--- config.mk ---
export PLATFORM = sky130hd
export DESIGN_NAME = reset_sequencer_flat
export DESIGN_NICKNAME = d
export VERILOG_FILES = /design/src/rtl/reset_sequencer_if.sv /design/src/rtl/reset_sequencer.sv /design/src/flat_wrapper.sv
export SDC_FILE = /design/constraint.sdc
export NUM_CORES = 1
export LEC_CHECK = 0
export BUFFER_PORTS_ARGS = -buffer_cell sky130_fd_sc_hd__buf_2
export CORE_MARGIN = 5
export CORE_UTILIZATION = 50
export CTS_CLUSTER_DIAMETER = 60
export CTS_CLUSTER_SIZE = 8
export DETAILED_ROUTE_END_ITERATION = 16
export GPL_TIMING_DRIVEN = 1
export MAX_ROUTING_LAYER = met4
export PLACE_DENSITY = 0.72
export SLEW_MARGIN = 5
export SYNTH_ARGS = -nofsm -noshare
export SYNTH_HDL_FRONTEND = slang
export SYNTH_SLANG_ARGS = --single-unit
export TNS_END_PERCENT = 5
--- constraint.sdc ---
create_clock -name clk -period 3.8 [get_ports clk]
set_input_delay 0.76 -clock clk [delete_from_list [all_inputs] [get_ports clk]]
set_output_delay 0.76 -clock clk [all_outputs]
set_load 0.01 [all_outputs]
--- src/rtl/reset_sequencer_if.sv ---
// Reset sequencer board-side bundle: pushbutton request in, sequenced resets and debug status out.
// The sequencer takes the master modport; the consumer (board glue or bench) takes the slave modport.
interface reset_sequencer_if;
  logic       btn_n;
  logic       sys_reset_n;
  logic       core_reset_n;
  logic [1:0] seq_state;
  logic [7:0] reset_count;

  modport master (
    input  btn_n,
    output sys_reset_n,
    output core_reset_n,
    output seq_state,
    output reset_count
  );

  modport slave (
    output btn_n,
    input  sys_reset_n,
    input  core_reset_n,
    input  seq_state,
    input  reset_count
  );
endinterface

--- src/rtl/reset_sequencer.sv ---
// Merges global reset with a debounced pushbutton, stretches sys_reset_n, then delays core_reset_n for clock settle.
// Button to reset latency is 2 sync + DEBOUNCE_CYCLES + 1 edges; all outputs come straight from flops.
module reset_sequencer #(
  parameter int DEBOUNCE_CYCLES = 16,
  parameter int STRETCH_CYCLES  = 8,
  parameter int SETTLE_CYCLES   = 4
) (
  input  logic              clk,
  input  logic              reset_n,
  reset_sequencer_if.master rs
);

  localparam int DB_W = (DEBOUNCE_CYCLES > 1) ? $clog2(DEBOUNCE_CYCLES) : 1;
  localparam int ST_W = (STRETCH_CYCLES  > 1) ? $clog2(STRETCH_CYCLES)  : 1;
  localparam int SE_W = (SETTLE_CYCLES   > 1) ? $clog2(SETTLE_CYCLES)   : 1;
  localparam int SQ_W = (ST_W > SE_W) ? ST_W : SE_W;

  localparam logic [DB_W-1:0] DB_LAST = DB_W'(DEBOUNCE_CYCLES - 1);
  localparam logic [SQ_W-1:0] ST_LAST = SQ_W'(STRETCH_CYCLES - 1);
  localparam logic [SQ_W-1:0] SE_LAST = SQ_W'(SETTLE_CYCLES - 1);

  typedef enum logic [1:0] {
    HOLD    = 2'd0,
    STRETCH = 2'd1,
    SETTLE  = 2'd2,
    RUN     = 2'd3
  } state_t;

  logic            btn_meta;
  logic            btn_s;
  logic            deb_level;
  logic [DB_W-1:0] deb_cnt;

  state_t          state;
  state_t          state_nxt;
  logic [SQ_W-1:0] seq_cnt;
  logic [SQ_W-1:0] seq_cnt_nxt;
  logic [7:0]      count_q;
  logic [7:0]      count_nxt;
  logic            sys_q;
  logic            sys_nxt;
  logic            core_q;
  logic            core_nxt;

  // Synchronizer idles at 1 so a held reset never looks like a press.
  always_ff @(posedge clk or negedge reset_n) begin
    if (!reset_n) begin
      btn_meta <= 1'b1;
      btn_s    <= 1'b1;
    end else begin
      btn_meta <= rs.btn_n;
      btn_s    <= btn_meta;
    end
  end

  always_ff @(posedge clk or negedge reset_n) begin
    if (!reset_n) begin
      deb_level <= 1'b1;
      deb_cnt   <= '0;
    end else if (btn_s != deb_level) begin
      if (deb_cnt == DB_LAST) begin
        deb_level <= btn_s;
        deb_cnt   <= '0;
      end else begin
        deb_cnt <= deb_cnt + 1'b1;
      end
    end else begin
      deb_cnt <= '0;
    end
  end

  always_comb begin
    state_nxt   = state;
    seq_cnt_nxt = seq_cnt;
    count_nxt   = count_q;
    sys_nxt     = 1'b0;
    core_nxt    = 1'b0;

    // A held button overrides every state, so STRETCH/SETTLE progress is simply dropped.
    if (!deb_level) begin
      state_nxt   = HOLD;
      seq_cnt_nxt = '0;
    end else begin
      case (state)
        HOLD: begin
          state_nxt   = STRETCH;
          seq_cnt_nxt = '0;
        end
        STRETCH: begin
          if (seq_cnt == ST_LAST) begin
            state_nxt   = SETTLE;
            seq_cnt_nxt = '0;
          end else begin
            seq_cnt_nxt = seq_cnt + 1'b1;
          end
        end
        SETTLE: begin
          if (seq_cnt == SE_LAST) begin
            state_nxt   = RUN;
            seq_cnt_nxt = '0;
          end else begin
            seq_cnt_nxt = seq_cnt + 1'b1;
          end
        end
        RUN: begin
          seq_cnt_nxt = '0;
        end
        default: begin
          state_nxt   = HOLD;
          seq_cnt_nxt = '0;
        end
      endcase
    end

    if ((state_nxt == HOLD) && (state != HOLD) && (count_q != 8'hFF)) begin
      count_nxt = count_q + 8'd1;
    end

    sys_nxt  = (state_nxt == SETTLE) || (state_nxt == RUN);
    core_nxt = (state_nxt == RUN);
  end

  always_ff @(posedge clk or negedge reset_n) begin
    if (!reset_n) begin
      state   <= STRETCH;
      seq_cnt <= '0;
      count_q <= 8'd0;
      sys_q   <= 1'b0;
      core_q  <= 1'b0;
    end else begin
      state   <= state_nxt;
      seq_cnt <= seq_cnt_nxt;
      count_q <= count_nxt;
      sys_q   <= sys_nxt;
      core_q  <= core_nxt;
    end
  end

  assign rs.sys_reset_n  = sys_q;
  assign rs.core_reset_n = core_q;
  assign rs.seq_state    = state;
  assign rs.reset_count  = count_q;

endmodule

--- src/flat_wrapper.sv ---
// flat-port wrapper written by rule: the top's interface ports become plain ports
module reset_sequencer_flat 
#(
  parameter int DEBOUNCE_CYCLES = 16,
  parameter int STRETCH_CYCLES  = 8,
  parameter int SETTLE_CYCLES   = 4
)
  (clk, reset_n, rs_btn_n, rs_sys_reset_n, rs_core_reset_n, rs_seq_state, rs_reset_count);
  reset_sequencer_if rs_i ();
  input  logic clk;
  input  logic reset_n;
  input wire logic [$bits(rs_i.btn_n)-1:0] rs_btn_n;
  output wire logic [$bits(rs_i.sys_reset_n)-1:0] rs_sys_reset_n;
  output wire logic [$bits(rs_i.core_reset_n)-1:0] rs_core_reset_n;
  output wire logic [$bits(rs_i.seq_state)-1:0] rs_seq_state;
  output wire logic [$bits(rs_i.reset_count)-1:0] rs_reset_count;
  assign rs_i.btn_n = rs_btn_n;
  assign rs_sys_reset_n = rs_i.sys_reset_n;
  assign rs_core_reset_n = rs_i.core_reset_n;
  assign rs_seq_state = rs_i.seq_state;
  assign rs_reset_count = rs_i.reset_count;
  reset_sequencer #(.DEBOUNCE_CYCLES(DEBOUNCE_CYCLES), .STRETCH_CYCLES(STRETCH_CYCLES), .SETTLE_CYCLES(SETTLE_CYCLES)) u_core (.clk(clk), .reset_n(reset_n), .rs(rs_i));
endmodule
==> results of run 1 <==
==> area by class of cell <==
type                       instances  area [um^2]  share of cell area [%]
clock buffer                       3         22.5                    2.01
clock inverter                     1         30.0                    2.68
inverter                           4         15.0                    1.34
multi-input combinational         54          393                    35.1
sequential                        22          556                    49.6
tap                               27         33.8                    3.02
timing repair buffer              14         70.1                    6.26
==> logic make-up (layout without fill, tap and decap cells) <==
kind of cell,after synthesis,count (layout),share of synthesized area [%]
simple gates,28,28,16.6
flops,22,22,56.8
compound gates,9,9,5.50
xor+xnor,9,9,8.06
fa+ha+maj,6,6,7.67
buf+inv,6,22,3.07
mux,2,2,2.30
==> metrics by stage <==
step	std cells	worst slack, ns
after floorplan	82	1.78
after global placement	121	1.75
after detailed placement	121	1.70
after CTS	125	1.67
after global routing	125	1.49
final	125	1.69
==> synth_stat cells <==
master	instances	area share, %
sky130_fd_sc_hd__a21oi_1	3	1.5
sky130_fd_sc_hd__and2_1	1	0.64
sky130_fd_sc_hd__and3_1	2	1.3
sky130_fd_sc_hd__buf_6	1	1.2
sky130_fd_sc_hd__clkbuf_1	1	0.38
sky130_fd_sc_hd__dfrtp_1	18	46
sky130_fd_sc_hd__dfstp_2	4	11
sky130_fd_sc_hd__ha_1	6	7.7
sky130_fd_sc_hd__inv_1	4	1.5
sky130_fd_sc_hd__mux2_2	2	2.3
sky130_fd_sc_hd__nand2_1	3	1.2
sky130_fd_sc_hd__nand2b_1	1	0.64
sky130_fd_sc_hd__nand3_1	3	1.5
sky130_fd_sc_hd__nand3b_1	1	0.77
sky130_fd_sc_hd__nand4_1	2	1.3
sky130_fd_sc_hd__nand4b_1	1	0.90
sky130_fd_sc_hd__nor2_1	3	1.2
sky130_fd_sc_hd__nor2b_1	3	1.9
sky130_fd_sc_hd__nor3_1	2	1.0
sky130_fd_sc_hd__nor3b_1	2	1.5
sky130_fd_sc_hd__nor4_1	3	1.9
sky130_fd_sc_hd__o211a_1	1	1.0
sky130_fd_sc_hd__o21ai_0	4	2.0
sky130_fd_sc_hd__o221ai_1	1	0.90
sky130_fd_sc_hd__or3b_1	1	0.90
sky130_fd_sc_hd__xnor2_1	2	1.8
sky130_fd_sc_hd__xor2_1	7	6.3
==> sequential cells by signal, summed over array words and instances, names as in the netlist <==
| signal | cells |
|---|---|
| u_core.seq_cnt | 3 |
| u_core.rs.reset_count | 8 |
| u_core.rs.core_reset_n | 1 |
| u_core.btn_s | 1 |
| u_core.rs.sys_reset_n | 1 |
| u_core.rs.seq_state | 2 |
| u_core.btn_meta | 1 |
| u_core.deb_cnt | 4 |
| u_core.deb_level | 1 |
==> cells in the final DEF (no fill, tap or decap) <==
| cell type | n |
|---|---|
| sky130_fd_sc_hd__dfrtp_1 | 18 |
| sky130_fd_sc_hd__buf_2 | 14 |
| sky130_fd_sc_hd__xor2_1 | 7 |
| sky130_fd_sc_hd__ha_1 | 6 |
| sky130_fd_sc_hd__inv_1 | 4 |
| sky130_fd_sc_hd__o21ai_0 | 4 |
| sky130_fd_sc_hd__dfstp_2 | 4 |
| sky130_fd_sc_hd__nand2_1 | 3 |
| sky130_fd_sc_hd__nor2_1 | 3 |
| sky130_fd_sc_hd__a21oi_1 | 3 |
| sky130_fd_sc_hd__nor2b_1 | 3 |
| sky130_fd_sc_hd__nand3_1 | 3 |
| sky130_fd_sc_hd__nor4_1 | 3 |
| sky130_fd_sc_hd__clkbuf_4 | 3 |
| sky130_fd_sc_hd__and3_1 | 2 |
| sky130_fd_sc_hd__xnor2_1 | 2 |
| sky130_fd_sc_hd__nor3b_1 | 2 |
| sky130_fd_sc_hd__nand4_1 | 2 |
| sky130_fd_sc_hd__mux2_2 | 2 |
| sky130_fd_sc_hd__nor3_1 | 2 |
| sky130_fd_sc_hd__nand2b_1 | 1 |
| sky130_fd_sc_hd__or3b_1 | 1 |
| sky130_fd_sc_hd__o211a_1 | 1 |
| sky130_fd_sc_hd__nand4b_1 | 1 |
| sky130_fd_sc_hd__nand3b_1 | 1 |
| sky130_fd_sc_hd__and2_1 | 1 |
| sky130_fd_sc_hd__o221ai_1 | 1 |
| sky130_fd_sc_hd__bufinv_16 | 1 |
==> worst max-delay path, stage by stage, from the launching register on <==
cell,delay [ns]
sky130_fd_sc_hd__dfrtp_1,0.40
sky130_fd_sc_hd__ha_1,0.24
sky130_fd_sc_hd__ha_1,0.21
sky130_fd_sc_hd__or3b_1,0.38
sky130_fd_sc_hd__o211a_1,0.23
sky130_fd_sc_hd__nor2_1,0.21
sky130_fd_sc_hd__mux2_2,0.36
==> routing by layer <==
| layer | routed length, um | global-route usage [%] | vias to the layer above |
|---|---|---|---|
| met5 | 0 | - | - |
| met1 | 715 | 17.1 | 303 |
| li1 | - | - | 319 |
| met2 | 699 | 20.3 | 11 |
| met4 | 8 | 3.73 | 0 |
| met3 | 59 | 2.45 | 2 |
==> worst min-delay path by stage <==
stage               slack [ns]       startpoint            to
floorplan                 0.35  u_core.btn_meta  u_core.btn_s
global placement          0.35  u_core.btn_meta  u_core.btn_s
detailed placement        0.35  u_core.btn_meta  u_core.btn_s
CTS                       0.37  u_core.btn_meta  u_core.btn_s
global route              0.38  u_core.btn_meta  u_core.btn_s
finish                    0.36  u_core.btn_meta  u_core.btn_s
==> power groups by stage <==
stage / combinational (mW) / clock (mW) / sequential, mW
final: 0.0116 / 0.172 / 0.243
after global routing: 0.0141 / 0.189 / 0.243
after CTS: 0.0122 / 0.177 / 0.242
after detailed placement: 0.0122 / 0 / 0.247
after global placement: 0.0118 / 0 / 0.246
after floorplan: 0.00551 / 0 / 0.246
==> run summary, run 1 <==
Pwr
- 56.9% — sequential power share
- 380 nW/um^2 — P per Cell Area
- 0.0762 mW — net switching power of the design
- 0.000323 V — worst vdd ir
- 0.350 mW — cell internal pwr
- 40.3% — Clock power frac
- 2.7% — Logic pwr share
- 0.585 nW — leakage power summed over all cells
- 17.9% — net switching fraction of the power
- 0.426 mW — Tot Pwr

Place
- 14 — number of I/O port buffers
- 1.14 mm — detailed-placement wirelength estimate
- 0.747 — GP Congestion
- 1070 um^2 — cell area after placement

Global routing
- 23 — pin count of the biggest net entering global routing
- 600 — number of global-route vias before repair
- 0 — overflow left after global routing
- 13.0% — GRT Overall Usage
- 2.68 mm — first-pass GRT wire length
- 0 — initial antenna violation count

Clock network
- 0.11 ns — Reg clk slew, reported paths
- done — CTS tree
- 2 — Clock Tree Buf Depth
- 0 — Post CTS Setup Buffer Count
- 0.29 ns — clock latency of the later-clocked register in the worst-skew pair
- 22 — Clock Sinks
- 0 — hold-fix buffers at CTS
- 0 — number of gates resized after CTS
- 3 — TritonCTS buffer count
- sky130_fd_sc_hd__clkbuf_4 — master cell of the clock root buffer
- 1 — H-Tree Depth

Die
- 2940 um^2 — die area
- 50.9% — effective utilization at floorplan
- 54.2 um — height of the die
- 1920 um^2 — area of the core region
- 15 — top-level I/O count
- 54.2 um — horizontal die dimension
- 16 — Rows

Setup path
- 1.69 ns — register-to-register setup slack
- u_core.seq_cnt[0] — r2r startpoint
- reg -> reg — critical path class
- register — type of destination of the critical path
- 6 — number of cells on the worst reg-to-reg path
- 2.30 ns — worst path arrival time
- 8 — Max Fanout on Critical Path
- register — kind of start point of the critical path
- 3.99 ns — WP data required
- u_core.rs.reset_count[1] — worst r2r dst
- u_core.rs.reset_count[1] — capture point of the worst path
- u_core.seq_cnt[0] — timing startpoint of the critical path

Timing
- no — setup repair after global routing missed its margin
- 2.11 ns — Final min period
- 0.364 ns — worst hold slack after final layout
- 62.8% — worst relative slew slack
- 0.00436 ns — setup skew after layout
- 0 — number of setup violations in the final report
- 0.473 GHz — Max Clk Rate
- 0 — Final Hold Violating Endpoints
- 55.6% — share of the clock period used by the worst path
- 0 — max-slew violation total from the final report
- 0.558 ns — slew at the pin closest to its max-slew limit
- 0 ns — Sum Neg Setup Slack

Logic synthesis
- 0 — Synthesis Warnings
- 56.8% — sequential cell area fraction in the yosys report
- 82 — post-synthesis instance total
- 11.9 um^2 — average size of a mapped cell
- 22 — number of synthesized register bits
- 91 — number of nets produced by synthesis
- 978 um^2 — synthesized cell area
- 27 — count of cell types in the netlist

Detailed routing
- 0 — DRC viols
- 635 — vias
- 0 — Routed Antenna Nets
- 4 — DR pass1 iterations
- 9 — starting DRC count in detailed routing
- 11.9 um — Routed wire per std cell
- 1.48 mm — total routed wirelength
- 5.08 — number of vias per cell

Layout
- 58.3% — fin util
- 14.4% — synthesis-to-layout area growth
- 24.5% — share of cells above drive strength 1
- 108 — Layout Nets
- 1120 um^2 — summed area of non-filler cells in the final layout
- 187 — count of filler cells inserted in the layout
- 0 — n_diodes

Run
- 0 — max-cap violations

Worst hold path
- reg -> reg — worst hold path class
- 0 — number of cells traversed by the worst hold path

Outcome
- completed — result of the run

No activity file was read; power rests on OpenSTA's default activity.
==> run 2, diff against run 1 <==
==> constraint.sdc (replaced) <==
create_clock -name clk -period 2.13 [get_ports clk]
set_input_delay 0.426 -clock clk [delete_from_list [all_inputs] [get_ports clk]]
set_output_delay 0.426 -clock clk [all_outputs]
set_load 0.01 [all_outputs]
==> run summary, run 2 (synthesis results as in run 1) <==
Outcome
- completed — result of the run, unchanged

Layout
- 0 — n_diodes, unchanged
- 17.8% — synthesis-to-layout area growth, was 14.4%
- 108 — Layout Nets, unchanged
- 1150 um^2 — summed area of non-filler cells in the final layout, was 1120 um^2
- 60.0% — fin util, was 58.3%
- 125 — final standard cell count with taps included and fillers excluded, unchanged
- sky130_fd_sc_hd__dfrtp_1 — most common library cell in the layout ignoring fill and taps, unchanged
- 30.6% — share of cells above drive strength 1, was 24.5%
- 8 — max reg flops, unchanged
- sky130_fd_sc_hd__dfrtp_1, sky130_fd_sc_hd__buf_2, sky130_fd_sc_hd__xor2_1, sky130_fd_sc_hd__ha_1 — top library cells by usage in the layout, fill and taps aside, unchanged

Timing
- 0 — number of setup violations in the final report, unchanged
- 66.8% — worst relative slew slack, was 62.8%
- 2.05 ns — Final min period, was 2.11 ns
- 0.499 ns — slew at the pin closest to its max-slew limit, was 0.558 ns
- 0 — Final Hold Violating Endpoints, unchanged
- 96.1% — share of the clock period used by the worst path, was 55.6%
- 0.0561 ns — worst hold slack after final layout, was 0.364 ns
- 0 — max-slew violation total from the final report, unchanged
- 0.00561 ns — setup skew after layout, was 0.00436 ns
- 0.488 GHz — Max Clk Rate, was 0.473 GHz

Worst hold path
- in -> async — worst hold path class, was reg -> reg

Pwr
- 660 nW/um^2 — P per Cell Area, was 380 nW/um^2
- 0.761 mW — Tot Pwr, was 0.426 mW
- 0.578 nW — leakage power summed over all cells, was 0.585 nW
- 0.000576 V — worst vdd ir, was 0.000323 V

Global routing
- 13.0% — GRT Overall Usage, unchanged
- 0 — initial antenna violation count, unchanged
- 2.68 mm — first-pass GRT wire length, unchanged
- 2.45% — routing usage on met3, unchanged
- 600 — number of global-route vias before repair, unchanged
- 17.1% — global routing met1 resource utilization, unchanged
- 20.3% — met2 capacity usage during global routing, unchanged
- 23 — pin count of the biggest net entering global routing, unchanged
- 0 — overflow left after global routing, unchanged
- met2 — global routing's busiest layer, unchanged

Place
- 1.14 mm — detailed-placement wirelength estimate, unchanged
- 1070 um^2 — cell area after placement, unchanged
- 14 — number of I/O port buffers, unchanged
- 121 — total instance count after detailed placement, unchanged
- 0.747 — GP Congestion, unchanged

Setup path
- register — kind of start point of the critical path, unchanged
- 0.08 ns — register-to-register setup slack, was 1.69 ns
- u_core.rs.reset_count[7] — worst r2r dst, was u_core.rs.reset_count[1]
- register — type of destination of the critical path, unchanged
- 8 — Max Fanout on Critical Path, unchanged
- u_core.seq_cnt[0] — r2r startpoint, unchanged
- reg -> reg — critical path class, unchanged
- 2.35 ns — WP data required, was 3.99 ns
- 2.27 ns — worst path arrival time, was 2.30 ns
- 6 — number of cells on the worst reg-to-reg path, unchanged

Clock network
- 22 — Clock Sinks, unchanged
- done — CTS tree, unchanged
- 1 — H-Tree Depth, unchanged
- 0 — Post CTS Setup Buffer Count, unchanged
- 2 — Clock Tree Buf Depth, unchanged
- 3 — TritonCTS buffer count, unchanged
- 0 — hold-fix buffers at CTS, unchanged
- 0.29 ns — clock latency of the later-clocked register in the worst-skew pair, about the same
- 0 — number of gates resized after CTS, unchanged
- sky130_fd_sc_hd__clkbuf_4 — master cell of the clock root buffer, unchanged
- 0.12 ns — Reg clk slew, reported paths, was 0.11 ns

Detailed routing
- 0 — Routed Antenna Nets, unchanged
- 12.3 um — Routed wire per std cell, was 11.9 um
- 642 — vias, was 635
- 4 — DR pass1 iterations, unchanged
- 1.54 mm — total routed wirelength, was 1.48 mm
- 0 — DRC viols, unchanged
- 5 — starting DRC count in detailed routing, was 9
- 5.14 — number of vias per cell, was 5.08

Die
- 54.2 um — height of the die, unchanged
- 50.9% — effective utilization at floorplan, unchanged
- 2940 um^2 — die area, unchanged
- 54.2 um — horizontal die dimension, unchanged
- 1920 um^2 — area of the core region, unchanged
- 16 — Rows, unchanged
- 15 — top-level I/O count, unchanged

Run
- 0 — max-cap violations, unchanged

[run 2: power breakdown]
part	leakage, nW	switching (mW)	internal (mW)
Sequential	0.291	0.00636	0.426
Clock	0.0279	0.117	0.190
Combinational	0.260	0.0129	0.00780
Total	0.578	0.137	0.624
[run 2: worst max path at each step]
stage / cells after the start / slack (ns) / end / from
after floorplan: 7 / 0.11 / u_core.rs.reset_count[1] / u_core.seq_cnt[0]
after global placement: 6 / 0.08 / u_core.rs.reset_count[1] / u_core.seq_cnt[0]
after detailed placement: 6 / 0.03 / u_core.rs.reset_count[7] / u_core.seq_cnt[0]
after CTS: 6 / 0.002 / u_core.rs.reset_count[7] / u_core.seq_cnt[0]
after global routing: 6 / -0.02 / u_core.rs.reset_count[6] / u_core.seq_cnt[0]
final: 6 / 0.08 / u_core.rs.reset_count[7] / u_core.seq_cnt[0]
[run 2: critical path, stage by stage (launching register included)]
cell,delay (ns)
sky130_fd_sc_hd__dfrtp_1,0.40
sky130_fd_sc_hd__ha_1,0.24
sky130_fd_sc_hd__ha_1,0.21
sky130_fd_sc_hd__or3b_1,0.38
sky130_fd_sc_hd__o211a_2,0.23
sky130_fd_sc_hd__nor4_2,0.32
sky130_fd_sc_hd__xor2_1,0.20
[run 2: cell type report]
| type | instances | area (um^2) |
|---|---|---|
| Multi-Input combinational cell | 54 | 425 |
| Sequential cell | 22 | 556 |
| Timing Repair Buffer | 14 | 70.1 |
| Inverter | 4 | 15.0 |
| Clock buffer | 3 | 22.5 |
| Clock inverter | 1 | 30.0 |
| Tap cell | 27 | 33.8 |
| Fill cell | 177 | 769 |
[run 2: per-stage QoR]
step | setup WS, ns | TNS [ns]
final | 0.0822 | 0
after global routing | -0.0204 | -0.0277
after detailed placement | 0.0283 | 0
after global placement | 0.0785 | 0
after floorplan | 0.112 | 0
after CTS | 0.00246 | 0
[run 2: routing by layer]
layer	up-vias	routed length, um
met5	-	0
met4	0	8
met3	2	59
met2	12	743
met1	311	729
li1	317	-
